===== config.mk =====
export PLATFORM = sky130hd
export DESIGN_NAME = pipe_stage_reg
export DESIGN_NICKNAME = d
export VERILOG_FILES = /design/src/rtl/pipe_stage_reg_pkg.sv /design/src/rtl/pipe_entry_reg.sv /design/src/rtl/pipe_stage_reg.sv
export SDC_FILE = /design/constraint.sdc
export NUM_CORES = 1
export LEC_CHECK = 0
export CAP_MARGIN = 20
export CORE_AREA = 5 5 106 108
export CTS_CLUSTER_DIAMETER = 30
export DETAILED_ROUTE_END_ITERATION = 10
export DIE_AREA = 0 0 111 113
export HOLD_SLACK_MARGIN = 0.15
export PLACE_DENSITY = 0.63
export REMOVE_ABC_BUFFERS = 1
export SYNTH_ARGS = -nofsm -noshare
export SYNTH_HDL_FRONTEND = slang
export SYNTH_SLANG_ARGS = --single-unit

===== constraint.sdc =====
create_clock -name clk -period 2.1 [get_ports clk]
set_input_delay 0.63 -clock clk [delete_from_list [all_inputs] [get_ports clk]]
set_output_delay 0.63 -clock clk [all_outputs]
set_load 0.02 [all_outputs]

===== src/rtl/pipe_stage_reg_pkg.sv =====
// Shared state encoding and default widths for the pipe_stage_reg pipeline slice.
// Define PIPE_STAGE_SKID_EN to build the two-entry skid variant.
package pipe_stage_reg_pkg;

   localparam int unsigned DEFAULT_DATA_W = 64;
   localparam int unsigned DEFAULT_CTRL_W = 10;

   typedef enum logic [1:0] {
      ST_EMPTY = 2'd0,
      ST_BUSY  = 2'd1,
      ST_FULL  = 2'd2
   } stage_state_e;

   function automatic logic [1:0] state_occupancy(input stage_state_e st);
      case (st)
         ST_BUSY: return 2'd1;
         ST_FULL: return 2'd2;
         default: return 2'd0;
      endcase
   endfunction

endpackage


===== src/rtl/pipe_entry_reg.sv =====
// Single storage entry: enabled register with async active-low reset and a
// synchronous clear that wins over the load enable.
module pipe_entry_reg #(
   parameter int unsigned W = 8
) (
   input  logic         clk,
   input  logic         rst_ni,
   input  logic         clr_i,
   input  logic         en_i,
   input  logic [W-1:0] d_i,
   output logic [W-1:0] q_o
);

   logic [W-1:0] q_q;
   logic [W-1:0] q_d;

   always_comb begin
      q_d = q_q;
      if (clr_i) begin
         q_d = '0;
      end else if (en_i) begin
         q_d = d_i;
      end
   end

   always_ff @(posedge clk or negedge rst_ni) begin
      if (!rst_ni) begin
         q_q <= '0;
      end else begin
         q_q <= q_d;
      end
   end

   assign q_o = q_q;

endmodule


===== src/rtl/pipe_stage_reg.sv =====
// Valid/ready pipeline stage register with flush. PIPE_STAGE_SKID_EN selects the
// two-entry skid version with a registered in_ready; otherwise a single entry.
module pipe_stage_reg
   import pipe_stage_reg_pkg::*;
#(
   parameter int unsigned DATA_W = DEFAULT_DATA_W,
   parameter int unsigned CTRL_W = DEFAULT_CTRL_W
) (
   input  logic              clk,
   input  logic              reset,
   input  logic              flush,
   input  logic              in_valid,
   output logic              in_ready,
   input  logic [CTRL_W-1:0] in_ctrl,
   input  logic [DATA_W-1:0] in_data,
   output logic              out_valid,
   input  logic              out_ready,
   output logic [CTRL_W-1:0] out_ctrl,
   output logic [DATA_W-1:0] out_data,
   output logic [1:0]        occupancy
);

   stage_state_e state_q;
   stage_state_e state_d;

   logic              accept;
   logic              retire;
   logic              main_load;
   logic [CTRL_W-1:0] main_ctrl_in;
   logic [DATA_W-1:0] main_data_in;
   logic [CTRL_W-1:0] main_ctrl;

   assign out_valid = (state_q != ST_EMPTY);
   assign accept    = in_valid & in_ready;
   assign retire    = out_valid & out_ready;

`ifdef PIPE_STAGE_SKID_EN
   logic              skid_load;
   logic              main_from_skid;
   logic              in_ready_q;
   logic              in_ready_d;
   logic [CTRL_W-1:0] skid_ctrl;
   logic [DATA_W-1:0] skid_data;

   assign in_ready_d = (state_d != ST_FULL);
   assign in_ready   = in_ready_q;

   always_ff @(posedge clk or negedge reset) begin
      if (!reset) begin
         in_ready_q <= 1'b1;
      end else begin
         in_ready_q <= in_ready_d;
      end
   end

   assign main_ctrl_in = main_from_skid ? skid_ctrl : in_ctrl;
   assign main_data_in = main_from_skid ? skid_data : in_data;

   pipe_entry_reg #(.W(CTRL_W)) u_skid_ctrl (
      .clk(clk), .rst_ni(reset), .clr_i(flush), .en_i(skid_load),
      .d_i(in_ctrl), .q_o(skid_ctrl)
   );

   pipe_entry_reg #(.W(DATA_W)) u_skid_data (
      .clk(clk), .rst_ni(reset), .clr_i(1'b0), .en_i(skid_load),
      .d_i(in_data), .q_o(skid_data)
   );
`else
   // Single entry: downstream readiness passes straight through.
   assign in_ready     = out_ready | ~out_valid;
   assign main_ctrl_in = in_ctrl;
   assign main_data_in = in_data;
`endif

   always_comb begin
      state_d   = state_q;
      main_load = 1'b0;
`ifdef PIPE_STAGE_SKID_EN
      skid_load      = 1'b0;
      main_from_skid = 1'b0;
`endif
      case (state_q)
         ST_EMPTY: begin
            if (accept) begin
               state_d   = ST_BUSY;
               main_load = 1'b1;
            end
         end
         ST_BUSY: begin
            if (accept && retire) begin
               main_load = 1'b1;
            end else if (accept) begin
`ifdef PIPE_STAGE_SKID_EN
               state_d   = ST_FULL;
               skid_load = 1'b1;
`endif
            end else if (retire) begin
               state_d = ST_EMPTY;
            end
         end
`ifdef PIPE_STAGE_SKID_EN
         ST_FULL: begin
            if (retire) begin
               state_d        = ST_BUSY;
               main_load      = 1'b1;
               main_from_skid = 1'b1;
            end
         end
`endif
         default: state_d = ST_EMPTY;
      endcase
      // Flush kills everything, including this cycle's input; data payloads hold.
      if (flush) begin
         state_d   = ST_EMPTY;
         main_load = 1'b0;
`ifdef PIPE_STAGE_SKID_EN
         skid_load = 1'b0;
`endif
      end
   end

   always_ff @(posedge clk or negedge reset) begin
      if (!reset) begin
         state_q <= ST_EMPTY;
      end else begin
         state_q <= state_d;
      end
   end

   pipe_entry_reg #(.W(CTRL_W)) u_main_ctrl (
      .clk(clk), .rst_ni(reset), .clr_i(flush), .en_i(main_load),
      .d_i(main_ctrl_in), .q_o(main_ctrl)
   );

   pipe_entry_reg #(.W(DATA_W)) u_main_data (
      .clk(clk), .rst_ni(reset), .clr_i(1'b0), .en_i(main_load),
      .d_i(main_data_in), .q_o(out_data)
   );

   assign out_ctrl  = out_valid ? main_ctrl : '0;
   assign occupancy = state_occupancy(state_q);

endmodule


Word-level counts from Yosys, hierarchy flattened
Cells that the tools add are included.

storage, ports and cells
  bits in latches = 0
  memory bits (read-only) = 0
  register bits after elaboration = 76
  logic and storage cells = 32
  output and inout port bits = 78
  memories kept = 0
  bits of input ports = 79
  memory bits (writable) = 0

operators by class
  reductions and logical operators = 5
  multiplexer cells = 14
  multiply operators = 0
  order comparisons = 0
  div/mod/pow operators = 0
  add/sub/neg operators = 0
  shift operators = 0
  bitwise operators = 4
  equal/unequal tests = 6

operators with widths
  cell                                                              number
  10-bit 2-to-1 mux                                                 3
  3-bit != test (second input constant)                             4
  2-bit 2-to-1 mux                                                  5
  2-bit case mux with 2 select lines                                2
  4-bit AND reduction                                               1
  2-bit nonzero test                                                2
  1-bit 2-to-1 mux                                                  3
  1-bit bitwise AND                                                 2
  2-bit by 1-bit == test with 1-bit output (second input constant)  1
  2-bit == test (second input constant)                             1
  2-bit logical NOT                                                 1
  1-bit case mux with 2 select lines                                1
  1-bit logical AND                                                 1
  1-bit NOT                                                         1
  1-bit bitwise OR                                                  1

Depth between registers and ports, before layout
Gate-level depths: netlist of the first run.

  depth in word-level cells = 10
  gate-level depth with buffers = 5

Modules after synthesis
From an unflattened synthesis of the first run, not the netlist that was laid out.

unflattened totals
  cell total of the unflattened synthesis = 257
  area total of the unflattened synthesis = 3161.8 µm²

by module, submodules not included
  module                        instances  area an instance (µm²)  cells each
  pipe_entry_reg (u_main_data)  1          2611.3                  206
  pipe_entry_reg (u_main_ctrl)  1          402.9                   32
  pipe_stage_reg                1          147.6                   19

Least setup slack after synthesis of the first run
No wires, ideal clock.

  path kind = input -> output
  start = in out_ready
  end = out in_ready
  arrival time = 1216 ps
  slack = 254 ps
  buffers on the path = 1
  stages = 3
  cell sequence = nor2b_1 > inv_1 > clkbuf_1

between the ends
  longest elaborated chain between the ends = 1

RTL lines
  what                RTL line              source
  start: declaration  pipe_stage_reg.sv:17  input logic out_ready,
  1-bit bitwise OR    pipe_stage_reg.sv:70  assign in_ready = out_ready | ~out_valid;
  end: declaration    pipe_stage_reg.sv:13  output logic in_ready,

No other way between the ends.

Worst setup path after layout of the first run
Same ends and word-level chain as after synthesis.

==> impl_metrics.tcl, run 1 <==
set metrics [dict create \
    status "finished clean" \
    grtUsageMet2 0.183 \
    globalRouteTotalUtil 0.123 \
    crit_type "in2out" \
    crit_arrival_ns 1.40 \
    yosysUniqueCellTypes 15 \
    place.gp.congestion 0.770 \
    dpl.hpwl_mm 5.66 \
    ys_ff_latch 75 \
    finalCritPeriodShare 0.965 \
    cp_cell_sequence "clkdlybuf4s50_1 > nor2b_2 > inv_1 > buf_2" \
    drt-initial-drc-count 65 \
    cts_buffer_depth 2 \
    cts-htree-levels 3 \
    cp-start-kind "input port" \
    dpl.cell_count 485 \
    grt_pass1_vias 2327 \
    grt_max_degree 43 \
    met1_usage 0.155 \
    skew_ns 0.0129 \
    cts_buffers 9 \
    cts-root-buf "clkbuf_8" \
    antenna_found_initial 0 \
    hold_viol 0 \
    initial_core_util 0.291 \
    peakVddDrop_uv 353 \
    num_vias 2188 \
    final_core_util 0.477 \
    fp.coreArea_um2 10100 \
    final_max_slew_viol_count 0 \
    worst-path-buf-inv 3 \
    max_freq_mhz 493 \
    postSynthCellCount 199 \
    drt-total-wl_mm 7.44 \
    die_w_um 111 \
    yosysWarnings 0 \
    nets 440 \
    syn_to_final_growth_pct 63.9 \
    drv_cap 0 \
    gr-total-overflow 0 \
    crit_path_max_fanout 2 \
    period_needed_ns 2.03 \
    path_clk_slew_ns 0.08 \
    top_usage_layer "met2" \
    rsz0062_at_grt "false" \
    cts.sinks 75 \
    dr.pass1.iters 3 \
    end_kind "primary output" \
    crit_path_top_delay_cell "clkdlybuf4s50_1" \
    final_cells 502 \
    drcViolationCount 0 \
    seq_area_frac_synth 0.635 \
    pin_count 157 \
    cts_hold_buffers 0 \
    whs_ns 0.231 \
    crit_required_ns 1.47 \
    crit_family "buffers and inverters" \
    postLayoutCellArea_um2 4840 \
    ant_nets 0 \
    clock_latency_ns 0.33 \
    synthesis.area_um2 2950 \
    drive_gt1_frac 0.240 \
    max_stage_delay_ns 0.42 \
    port_buffers 155 \
    grt.met3_usage 0.0647 \
    final_cell_mix "141 x clkdlybuf4s50_1, 75 x dfrtp_1, 59 x mux2_2, 11 x a21oi_1, 11 x dlygate4sd2_1" \
    synth.avg_cell_area_um2 14.8 \
    power_density_nw_per_um2 823 \
    power_leakage_nw 2.02 \
    diodes 0 \
    fp.dieH_um 113 \
    power_mw 3.98 \
    die-area_um2 12500 \
    wl_per_cell_um 14.8 \
    dpl_cell_area_um2 4670 \
    layout_commonest_cell "clkdlybuf4s50_1" \
    rows 37 \
    hold_path.class "in2async" \
    routed_via_density 4.36 \
    grt_pass1_wl_mm 12.3 \
    cts_tree "done" \
    setup_violations 0 \
]
-- per-stage QoR --
step | TNS (ns) | setup slack [ns]
floorplan | -55.07 | -0.864
global placement | -11.93 | -0.342
detailed placement | -12.63 | -0.357
CTS | 0 | 0.0266
global route | 0 | 0.00521
finish | 0 | 0.0735
-- final timing paths --
| check | startpoint | end | slack, ns | cells past startpoint |
|---|---|---|---|---|
| max in group asynchronous | reset | u_main_data.q_o[62]$_DFFE_PN0P_ | 1.29 | 2 |
| min in group clk | u_main_data.q_o[3]$_DFFE_PN0P_ | u_main_data.q_o[3]$_DFFE_PN0P_ | 0.49 | 1 |
| min reg2reg | u_main_data.q_o[3]$_DFFE_PN0P_ | u_main_data.q_o[3]$_DFFE_PN0P_ | 0.49 | 1 |
| min | reset | u_main_data.q_o[20]$_DFFE_PN0P_ | 0.23 | 1 |
| max reg2reg | state_q[0]$_DFFE_PN0P_ | u_main_data.q_o[57]$_DFFE_PN0P_ | 0.28 | 6 |
| max | out_ready | in_ready | 0.07 | 4 |
-- synthesized netlist by cell type --
library cell	number	area share
nor2b_1	1	0.0021
inv_1	2	0.0025
conb_1	1	0.0013
mux2_1	5	0.019
o21ai_0	10	0.017
nand3_1	10	0.017
buf_6	6	0.023
nor3_4	1	0.0055
dfrtp_1	75	0.64
clkbuf_1	5	0.0064
and2_1	10	0.021
buf_4	2	0.0051
a21oi_1	11	0.019
buf_1	1	0.0013
mux2_2	59	0.22
-- registers in the layout, summed over array words and instances, names as in the netlist --
signal           cells
state_q              1
u_main_data.q_o     64
u_main_ctrl.q_o     10
-- layout make-up --
| type | instances | area [µm²] |
|---|---|---|
| Sequential cell | 75 | 1880 |
| Fill cell | 943 | 5300 |
| Timing Repair Buffer | 165 | 1640 |
| Clock inverter | 5 | 35.0 |
| Tap cell | 136 | 170 |
| Clock buffer | 11 | 141 |
| Multi-Input combinational cell | 108 | 967 |
| Inverter | 2 | 7.51 |
-- cells by family (layout without fill, tap and decap cells) --
family,after synthesis,after routing,synth area share
buffers and inverters,16,183,0.0381
muxes,64,64,0.244
AOI/OAI and AO/OA,21,21,0.0356
other,1,1,0.00127
and+or+nand+nor,22,22,0.0457
DFF,75,75,0.635
-- routing by layer --
metal	vias to the layer above	wire, µm
met2	104	3340
met4	0	121
met5	-	0
met3	11	739
met1	1063	3240
li1	1010	-
-- what timing repair did --
item / 4_1_cts / 5_1_grt
setup endpoints to repair: 13 / 4
gates resized for setup: 16 / 2
setup buffers: 0 / 1
-- report_power, final --
group | internal (mW) | leakage (nW) | switching, mW
clock network | 0.466 | 0.0901 | 0.527
registers | 1.67 | 0.899 | 0.107
logic | 0.682 | 1.04 | 0.537
(Power assumes the default switching activity.)
==> run 2, diff against run 1 <==
--- a/config.mk
+++ b/config.mk
@@ -12,6 +12,7 @@
 export DIE_AREA = 0 0 111 113
 export HOLD_SLACK_MARGIN = 0.15
 export PLACE_DENSITY = 0.63
+export RECOVER_POWER = 50
 export REMOVE_ABC_BUFFERS = 1
 export SYNTH_ARGS = -nofsm -noshare
 export SYNTH_HDL_FRONTEND = slang
==> run 2 against run 1 <==
  * Final cell count stayed put
  * Combinational power hardly changed
  * Die area stayed put
  * Largest power group unchanged
  * Clock skew hardly changed
  * Flip-flop and latch count stayed put
  * Sequential power hardly changed
  * Total power is 0.58% lower
  * Clock power hardly changed
  * Wire length is 0.63% lower
  * Global-route usage stayed put
  * Fmax is 0.21% higher
  * Register-to-register slack worse by 0.02 ns
  * Highest routed layer unchanged
==> impl_metrics.tcl, run 2 (synthesized netlist as in run 1, its figures left out) <==
set metrics [dict create \
    internal-power_mw 2.80 \
    wl_per_cell_um 14.7 \
    port_buffers 155 \
    ant_nets 0 \
    nets 440 \
    num_vias 2198 \
    cts_tree "done" \
    finalCritPeriodShare 0.963 \
    grt_pass1_wl_mm 12.3 \
    fp.coreArea_um2 10100 \
    final_cell_mix "133 x clkdlybuf4s50_1, 75 x dfrtp_1, 59 x mux2_2, 11 x a21oi_1, 11 x dlygate4sd2_1" \
    cts_buffer_depth 2 \
    place.gp.congestion 0.770 \
    gr-total-overflow 0 \
    switchingPower_mw 1.17 \
    hold_path.class "in2async" \
    drive_gt1_frac 0.238 \
    grt_pass1_vias 2327 \
    cts-htree-levels 3 \
    crit_type "in2out" \
    cts.sinks 75 \
    drcViolationCount 0 \
    relSlewSlack 0.440 \
    hold_viol 0 \
    antenna_found_initial 0 \
    cp_cell_sequence "clkdlybuf4s50_1 > nor2b_2 > inv_1 > buf_2" \
    rows 37 \
    drv_cap 0 \
    power_leakage_nw 2.01 \
    fp.dieH_um 113 \
    power_mw 3.96 \
    clock_latency_ns 0.33 \
    status "finished clean" \
    final_cells 502 \
    die_w_um 111 \
    pin_count 157 \
    cp-start-kind "input port" \
    peakVddDrop_uv 353 \
    setup_violations 0 \
    path_clk_slew_ns 0.08 \
    power_density_nw_per_um2 824 \
    cts-root-buf "clkbuf_8" \
    largest_reg_flops 64 \
    layout_commonest_cell "clkdlybuf4s50_1" \
    diodes 0 \
    dpl.cell_count 485 \
    die-area_um2 12500 \
    cts_buffers 9 \
    whs_ns 0.380 \
    drt-initial-drc-count 76 \
    switching_share 0.294 \
    period_needed_ns 2.02 \
    tightestPinTransition_ns 0.840 \
    max_stage_delay_ns 0.42 \
    dr.pass1.iters 3 \
    drt-total-wl_mm 7.40 \
    crit_path_top_delay_cell "clkdlybuf4s50_1" \
    final_max_slew_viol_count 0 \
    max_freq_mhz 495 \
    p_seq_frac 0.447 \
    globalRouteTotalUtil 0.123 \
    grt_max_degree 43 \
    p_clk_frac 0.250 \
    crit_arrival_ns 1.39 \
    power_frac_comb 0.302 \
    routed_via_density 4.38 \
    skew_ns 0.0129 \
    rsz0062_at_grt "false" \
    cts_hold_buffers 0 \
    crit_path_max_fanout 2 \
    crit_family "buffers and inverters" \
    syn_to_final_growth_pct 62.6 \
    dpl.hpwl_mm 5.66 \
    end_kind "primary output" \
    crit_required_ns 1.47 \
    worst-path-buf-inv 3 \
    initial_core_util 0.291 \
]
## run 2: routing by layer
layer / share of wire / routed length, µm / track usage / vias to the layer above
met2: 0.46 / 3410 / 0.183 / 104
met1: 0.42 / 3130 / 0.155 / 1073
met5: 0 / 0 / 0 / -
met4: 0.016 / 121 / 0.0353 / 0
li1: - / - / - / 1010
met3: 0.10 / 740 / 0.0647 / 11
## run 2: stage by stage
stage                     cell area [µm²]  setup TNS, ns  setup WS [ns]  utilization
after global routing                 4800              0        0.00588        0.474
after global placement               4670         -11.93         -0.342        0.461
final                                4800              0         0.0778        0.474
after floorplan                      2850         -55.07         -0.864            -
after detailed placement             4670         -12.63         -0.357        0.461
after CTS                            4830              0         0.0266        0.476
## run 2: layout make-up
class                   count  area [µm²]
well taps                 136         170
clock buffers              11         141
inverters                   2        7.51
clock inverters             5        35.0
repair buffers            165        1610
fillers                   953        5330
multi-input cells         108         967
flip-flops and latches     75        1880
## run 2: path summary, 6_finish.rpt
kind	startpoint	end	slack [ns]	depth (start not counted)
setup reg to reg	state_q[0]$_DFFE_PN0P_	u_main_data.q_o[57]$_DFFE_PN0P_	0.26	6
min in group clk	u_main_data.q_o[3]$_DFFE_PN0P_	u_main_data.q_o[3]$_DFFE_PN0P_	0.49	1
setup / recovery	out_ready	in_ready	0.08	4
max in group asynchronous	reset	u_main_data.q_o[62]$_DFFE_PN0P_	0.57	2
hold / removal	reset	u_main_data.q_o[20]$_DFFE_PN0P_	0.38	1
hold reg to reg	u_main_data.q_o[3]$_DFFE_PN0P_	u_main_data.q_o[3]$_DFFE_PN0P_	0.49	1
## run 2: power by group through the flow
stage / combinational, mW / clock (mW) / sequential (mW)
2_1_floorplan: 0.254 / 0 / 2.07
3_3_place_gp: 1.23 / 0 / 1.80
3_5_place_dp: 1.24 / 0 / 1.80
4_1_cts: 1.24 / 1.05 / 1.78
5_1_grt: 1.27 / 1.12 / 1.81
6_report: 1.20 / 0.992 / 1.77
## run 2: timing repair
| action | CTS | global route |
|---|---|---|
| gates resized for setup | 16 | 2 |
| buffers inserted | 0 | 1 |
| setup endpoints to repair | 13 | 4 |
==> run 3, diff against run 2 <==
--- a/config.mk
+++ b/config.mk
@@ -11,7 +11,7 @@
 export DETAILED_ROUTE_END_ITERATION = 10
 export DIE_AREA = 0 0 111 113
 export HOLD_SLACK_MARGIN = 0.15
-export PLACE_DENSITY = 0.63
+export PLACE_DENSITY_LB_ADDON = 0.1
 export RECOVER_POWER = 50
 export REMOVE_ABC_BUFFERS = 1
 export SYNTH_ARGS = -nofsm -noshare
==> run 3 against run 2 <==
  * Count of clock-buffer cells in the layout unchanged
  * Clock power increased by 20%
  * Critical path depth unchanged
  * Global-route usage increased by 0.53 points
==> impl_metrics.tcl, run 3 (synthesized netlist as in run 1, its figures left out) <==
set metrics [dict create \
    clock_latency_ns 0.34 \
    hold_path.class "in2async" \
    cts_buffer_depth 2 \
    place.gp.congestion 0.737 \
    crit_required_ns 1.47 \
    drt-initial-drc-count 68 \
    cts_buffers 9 \
    cts_setup_buffers 0 \
    drive_gt1_frac 0.257 \
    finalCritPeriodShare 0.963 \
    power_density_nw_per_um2 862 \
    pin_count 157 \
    crit_arrival_ns 1.39 \
    rsz0062_at_grt "false" \
    final_cell_mix "141 x clkdlybuf4s50_1, 75 x dfrtp_1, 59 x mux2_2, 12 x clkbuf_2, 11 x a21oi_1" \
    skew_ns 0.00906 \
    wl_per_cell_um 15.4 \
    fp.dieH_um 113 \
    nets 445 \
    initial_core_util 0.291 \
    globalRouteTotalUtil 0.128 \
    die-area_um2 12500 \
    peakVddDrop_uv 357 \
    antenna_found_initial 0 \
    crit_type "in2out" \
    end_kind "primary output" \
    drv_cap 0 \
    cts.sinks 75 \
    routed_via_density 4.34 \
    grt_pass1_vias 2383 \
    gr-total-overflow 0 \
    num_vias 2194 \
    grt_pass1_wl_mm 12.7 \
    ant_nets 0 \
    cts-htree-levels 3 \
    hold_viol 0 \
    cts_tree "done" \
    dpl_cell_area_um2 4760 \
    status "finished clean" \
    relSlewSlack 0.520 \
    crit_path_max_fanout 2 \
    dpl.cell_count 491 \
    path_clk_slew_ns 0.08 \
    rows 37 \
    setup_violations 0 \
    period_needed_ns 2.02 \
    fill_cells 931 \
    dr.pass1.iters 3 \
    postLayoutCellArea_um2 4860 \
    largest_reg_flops 64 \
    drcViolationCount 0 \
    final_cells 506 \
    fp.coreArea_um2 10100 \
    whs_ns 0.318 \
    port_buffers 155 \
    layout_setup_ws_ns 0.0775 \
    cts-root-buf "clkbuf_8" \
    final_max_slew_viol_count 0 \
    fin_tns_setup_ns 0 \
    diodes 0 \
    die_w_um 111 \
    layout_commonest_cell "clkdlybuf4s50_1" \
    syn_to_final_growth_pct 64.4 \
    grt_max_degree 30 \
    dpl.hpwl_mm 6.01 \
    tightestPinTransition_ns 0.720 \
    place_ws_ns -0.331 \
    power_leakage_nw 2.02 \
    max_freq_mhz 494 \
    drt-total-wl_mm 7.81 \
    cp-start-kind "input port" \
]
run 3: critical path, stage by stage:
cell,delay [ns]
clkdlybuf4s50_1,0.40
nor2b_1,0.14
inv_1,0.06
buf_2,0.15
run 3: layer usage:
layer,vias up,track usage,share of wire
met4,0,0.0369,0.0088
met3,6,0.0770,0.11
met2,106,0.183,0.43
li1,1027,-,-
met5,-,0,0
met1,1055,0.163,0.45
run 3: layout make-up:
| cell class | count | area, µm² | area share |
|---|---|---|---|
| multi-input cells | 108 | 965 | 0.199 |
| clock inverters | 4 | 76.3 | 0.0157 |
| well taps | 136 | 170 | 0.0350 |
| flip-flops and latches | 75 | 1880 | 0.386 |
| clock buffers | 11 | 131 | 0.0271 |
| inverters | 2 | 7.51 | 0.00155 |
| repair buffers | 170 | 1630 | 0.335 |
run 3: per-stage QoR:
| stage | power [mW] | util |
|---|---|---|
| 2_1_floorplan | 2.32 | - |
| 3_3_place_gp | 3.05 | 0.469 |
| 3_5_place_dp | 3.06 | 0.469 |
| 4_1_cts | 4.28 | 0.488 |
| 5_1_grt | 4.42 | 0.479 |
| 6_report | 4.19 | 0.479 |
run 3: final timing paths:
check                                                from                               to  slack [ns]  cells after the start
setup / recovery                                out_ready                         in_ready        0.08                      4
hold / removal                                      reset   u_main_ctrl.q_o[5]$_DFFE_PN0P_        0.32                      1
setup reg to reg                   state_q[0]$_DFFE_PN0P_  u_main_data.q_o[38]$_DFFE_PN0P_        0.30                      6
hold reg to reg            u_main_data.q_o[2]$_DFFE_PN0P_   u_main_data.q_o[2]$_DFFE_PN0P_        0.49                      1
max in group asynchronous                           reset  u_main_data.q_o[13]$_DFFE_PN0P_        0.62                      2
min in group clk           u_main_data.q_o[2]$_DFFE_PN0P_   u_main_data.q_o[2]$_DFFE_PN0P_        0.49                      1
run 3: power by group:
| group | switching [mW] | internal (mW) | total, mW |
|---|---|---|---|
| sequential | 0.107 | 1.67 | 1.77 |
| clock | 0.529 | 0.666 | 1.19 |
| combinational | 0.538 | 0.681 | 1.22 |
| total | 1.17 | 3.01 | 4.19 |
run 3: what timing repair did:
item                                    CTS  global route
gates cloned                              0             0
hold buffers                              0             0
resized for setup                        14            16
endpoints found under the setup margin   11            10
==> edit 1: new RTL, flow settings as in run 1 <==
Change the package constant `DEFAULT_CTRL_W` from 10 to 20.
--- a/src/rtl/pipe_stage_reg_pkg.sv
+++ b/src/rtl/pipe_stage_reg_pkg.sv
@@ -4,5 +4,5 @@
 
    localparam int unsigned DEFAULT_DATA_W = 64;
-   localparam int unsigned DEFAULT_CTRL_W = 10;
+   localparam int unsigned DEFAULT_CTRL_W = 20;
 
    typedef enum logic [1:0] {
Interface: changed (resized in_ctrl and out_ctrl); port bits go from 157 to 177. No check against the original RTL was run, so the function may have changed too.
==> edit 1 against run 1 <==
- worst setup slack better by 1.9 ps
- synthesized area increased by 16%
- combinational power increased by 12%
- final area rose by 19%
- sequential cell count up 10
- total power grew 14%
- wire length rose by 35%
- critical endpoint is now out_ctrl[17]
==> edit 1: results <==
metrics = {
    "global_route": {
        "grt_max_degree": 41,
        "grt_util_all_layers_pct": 16.0,
        "grt_pass1_wl_microns": 16200,
        "grt_pass1_vias": 3086,
    },
    "synthesis": {
        "synth_common_cells": "85 x dfrtp_1, 59 x mux2_2, 21 x a21oi_1",
        "ys_seq_area_share_pct": 62.2,
        "yosysUniqueCellTypes": 14,
        "synth_area_leaders": "dfrtp_1 62%, mux2_2 19%, and2_1 3.7%, a21oi_1 3.1%, nand3_1 2.9%",
    },
    "finish": {
        "nonClkBufAreaFrac_pct": 35.5,
        "drive_above_1_share_pct": 23.2,
        "finalNetCount": 532,
        "fill_cells": 858,
        "nNonClkBuffers": 197,
        "seqAreaFraction_pct": 37.0,
    },
    "routing": {
        "dr_wl_met3_microns": 914,
        "wl_microns": 10100,
        "drt-met1-wl_microns": 4070,
        "vias": 2746,
        "first_iter_violations": 71,
        "wl_met2_microns": 4880,
    },
    "worst_setup_path": {
        "crit_path_top_delay_cell": "dfrtp_1",
        "path_max_fanout": 7,
        "worstReg2RegEnd": "u_main_data.q_o[39]$_DFFE_PN0P_",
        "crit_path_end": "out_ctrl[17]",
        "reg2reg_depth": 7,
        "critPathLaunch": "state_q[0]$_DFFE_PN0P_",
    },
    "placed_design": {
        "dpl-instance-area_sq_mm": 0.00536,
        "place_congestion": 0.752,
    },
    "run_status": {
        "outcome": "completed",
    },
    "pwr": {
        "vdd.ir_drop.worst_uv": 388,
        "p_leak_nw": 2.50,
    },
    "clocking": {
        "clk_latency_ps": 350,
    },
    "timing": {
        "finClkSkew_ps": 14.3,
    },
}
==> edit 1: logic make-up (layout without fill, tap and decap cells) <==
| logic type | Yosys count | in the layout | synth area share, % |
|---|---|---|---|
| flip-flops | 85 | 85 | 62.2 |
| multiplexers | 64 | 64 | 21.1 |
| AND/OR/NAND/NOR | 42 | 42 | 7.28 |
| AO/OA/AOI/OAI | 41 | 41 | 6.00 |
| buffers and inverters | 22 | 215 | 3.29 |
| other | 1 | 1 | 0.110 |
==> edit 1: stage by stage <==
stage | setup WS (ps) | instances | hold slack, ps | TNS (ps)
floorplan | -1060 | 235 | 334 | -67950
global placement | -466 | 558 | 470 | -25400
detailed placement | -466 | 558 | 479 | -24290
CTS | -78.0 | 577 | 194 | -2330
global route | 32.0 | 584 | 215 | 0
finish | 75.4 | 584 | 191 | 0
==> edit 1: report_power, final <==
group          switching (mW)  internal, mW
clock network           0.587         0.586
logic                   0.603         0.766
registers               0.115          1.87
==> edit 2: new RTL, settings of run 1 <==
Without the edit above. Re-encode `stage_state_e` (3 states) as one-hot, 3 bits wide.
--- a/src/rtl/pipe_stage_reg_pkg.sv
+++ b/src/rtl/pipe_stage_reg_pkg.sv
@@ -6,8 +6,8 @@
    localparam int unsigned DEFAULT_CTRL_W = 10;
 
-   typedef enum logic [1:0] {
-      ST_EMPTY = 2'd0,
-      ST_BUSY  = 2'd1,
-      ST_FULL  = 2'd2
+   typedef enum logic [2:0] {
+      ST_EMPTY = 3'b001,
+      ST_BUSY  = 3'b010,
+      ST_FULL  = 3'b100
    } stage_state_e;
 
Behaviour: no difference found for any inputs over 10 cycles, from zero or initial values and one cycle with reset low; not proved beyond that.
==> edit 2 against run 1 <==
- maximum frequency shrank 3.0%
- sequential cell count grew 1
- worst setup slack lost 63 ps
- wire length grew 15%
- synthesized cell count shrank 5.5%
- synthesized area grew 2.0%
- first-iteration DRC count shrank 25%
- sequential share of layout area shrank 3.3 points
- final area grew 11%
- critical path type unchanged
- critical endpoint unchanged
Power is not compared: it rests on default switching activity, and its combinational part moved more than twofold at a synthesized area within 25%.
==> edit 2: results <==
metrics = {
    "routing": {
        "wl_met2_microns": 3980,
        "wl_microns": 8550,
        "top_layer": "met4",
        "firstDrtPassIters": 5,
        "drt-met1-wl_microns": 3650,
        "first_iter_violations": 49,
        "dr_wl_met3_microns": 700,
        "vias": 2248,
    },
    "finish": {
        "fill_cells": 848,
        "final_area_sq_mm": 0.00537,
        "finalNetCount": 454,
        "drive_above_1_share_pct": 28.8,
        "instances_no_fill": 514,
    },
    "worst_setup_path": {
        "crit_path_end": "in_ready",
        "worstReg2RegStart": "state_q[0]$_DFFE_PN1P_",
        "ff2ff_setup_slack_ps": 20,
        "critPathArrivalTime_ps": 1460,
        "reg2reg_depth": 8,
    },
    "placed_design": {
        "dpl-instance-area_sq_mm": 0.00481,
        "dpl.cell_count": 487,
        "pre_cts_slack_ps": -381,
        "port_buffers": 155,
        "place_congestion": 0.749,
        "dpl.hpwl_microns": 5900,
    },
    "global_route": {
        "grtUsageMet2_pct": 21.0,
        "grt_pass1_vias": 2427,
        "met3_usage_pct": 5.83,
        "grt_max_degree": 36,
        "grt_util_met1_pct": 14.5,
        "grt_pass1_wl_microns": 12800,
        "grt_util_all_layers_pct": 12.9,
    },
    "timing": {
        "finClkSkew_ps": 8.66,
        "worst_hold_slack_ps": 218,
        "clock.fmax_ghz": 0.479,
    },
    "synthesis": {
        "synth_area_leaders": "dfrtp_1 62%, mux2_1 19%, mux2_2 5.2%, a22o_1 2.9%, buf_8 2.5%",
        "yosys_warnings": 0,
        "synth_common_cells": "75 x dfrtp_1, 50 x mux2_1, 14 x mux2_2",
        "avgSynthCellArea_sq_um": 16.0,
        "ys_seq_area_share_pct": 63.1,
        "yosysUniqueCellTypes": 24,
    },
    "clocking": {
        "clk_latency_ps": 350,
        "numCtsBuffers": 9,
    },
    "run_status": {
        "outcome": "completed",
    },
}
-- edit 2: timing repair --
action                     CTS  global route
resized for setup           65            49
setup endpoints to repair   49            68
hold buffers                 0             0
pin swaps                    1             3
setup buffers                1             3
cloned                       1             6
-- edit 2: area by class of cell --
| class | count | share of cell area (%) |
|---|---|---|
| timing repair buffer | 185 | 36.3 |
| multi-input combinational | 96 | 21.2 |
| tap | 136 | 3.17 |
| inverter | 5 | 0.350 |
| sequential | 76 | 35.5 |
| clock buffer | 13 | 3.15 |
| clock inverter | 3 | 0.373 |
-- edit 2: cell families (layout without fill, tap and decap cells) --
family	count (synthesis)	after routing	share of synthesized area, %
muxes	64	64	23.9
adders and majority gates	2	2	0.830
buffers and inverters	16	206	4.40
AOI/OAI and AO/OA	15	15	4.19
and+or+nand+nor	14	14	3.40
DFF	76	76	63.1
other	1	1	0.124
-- edit 2: worst max-delay path, stage by stage --
cell	delay, ps
clkdlybuf4s50_1	410
or2_2	280
buf_6	130
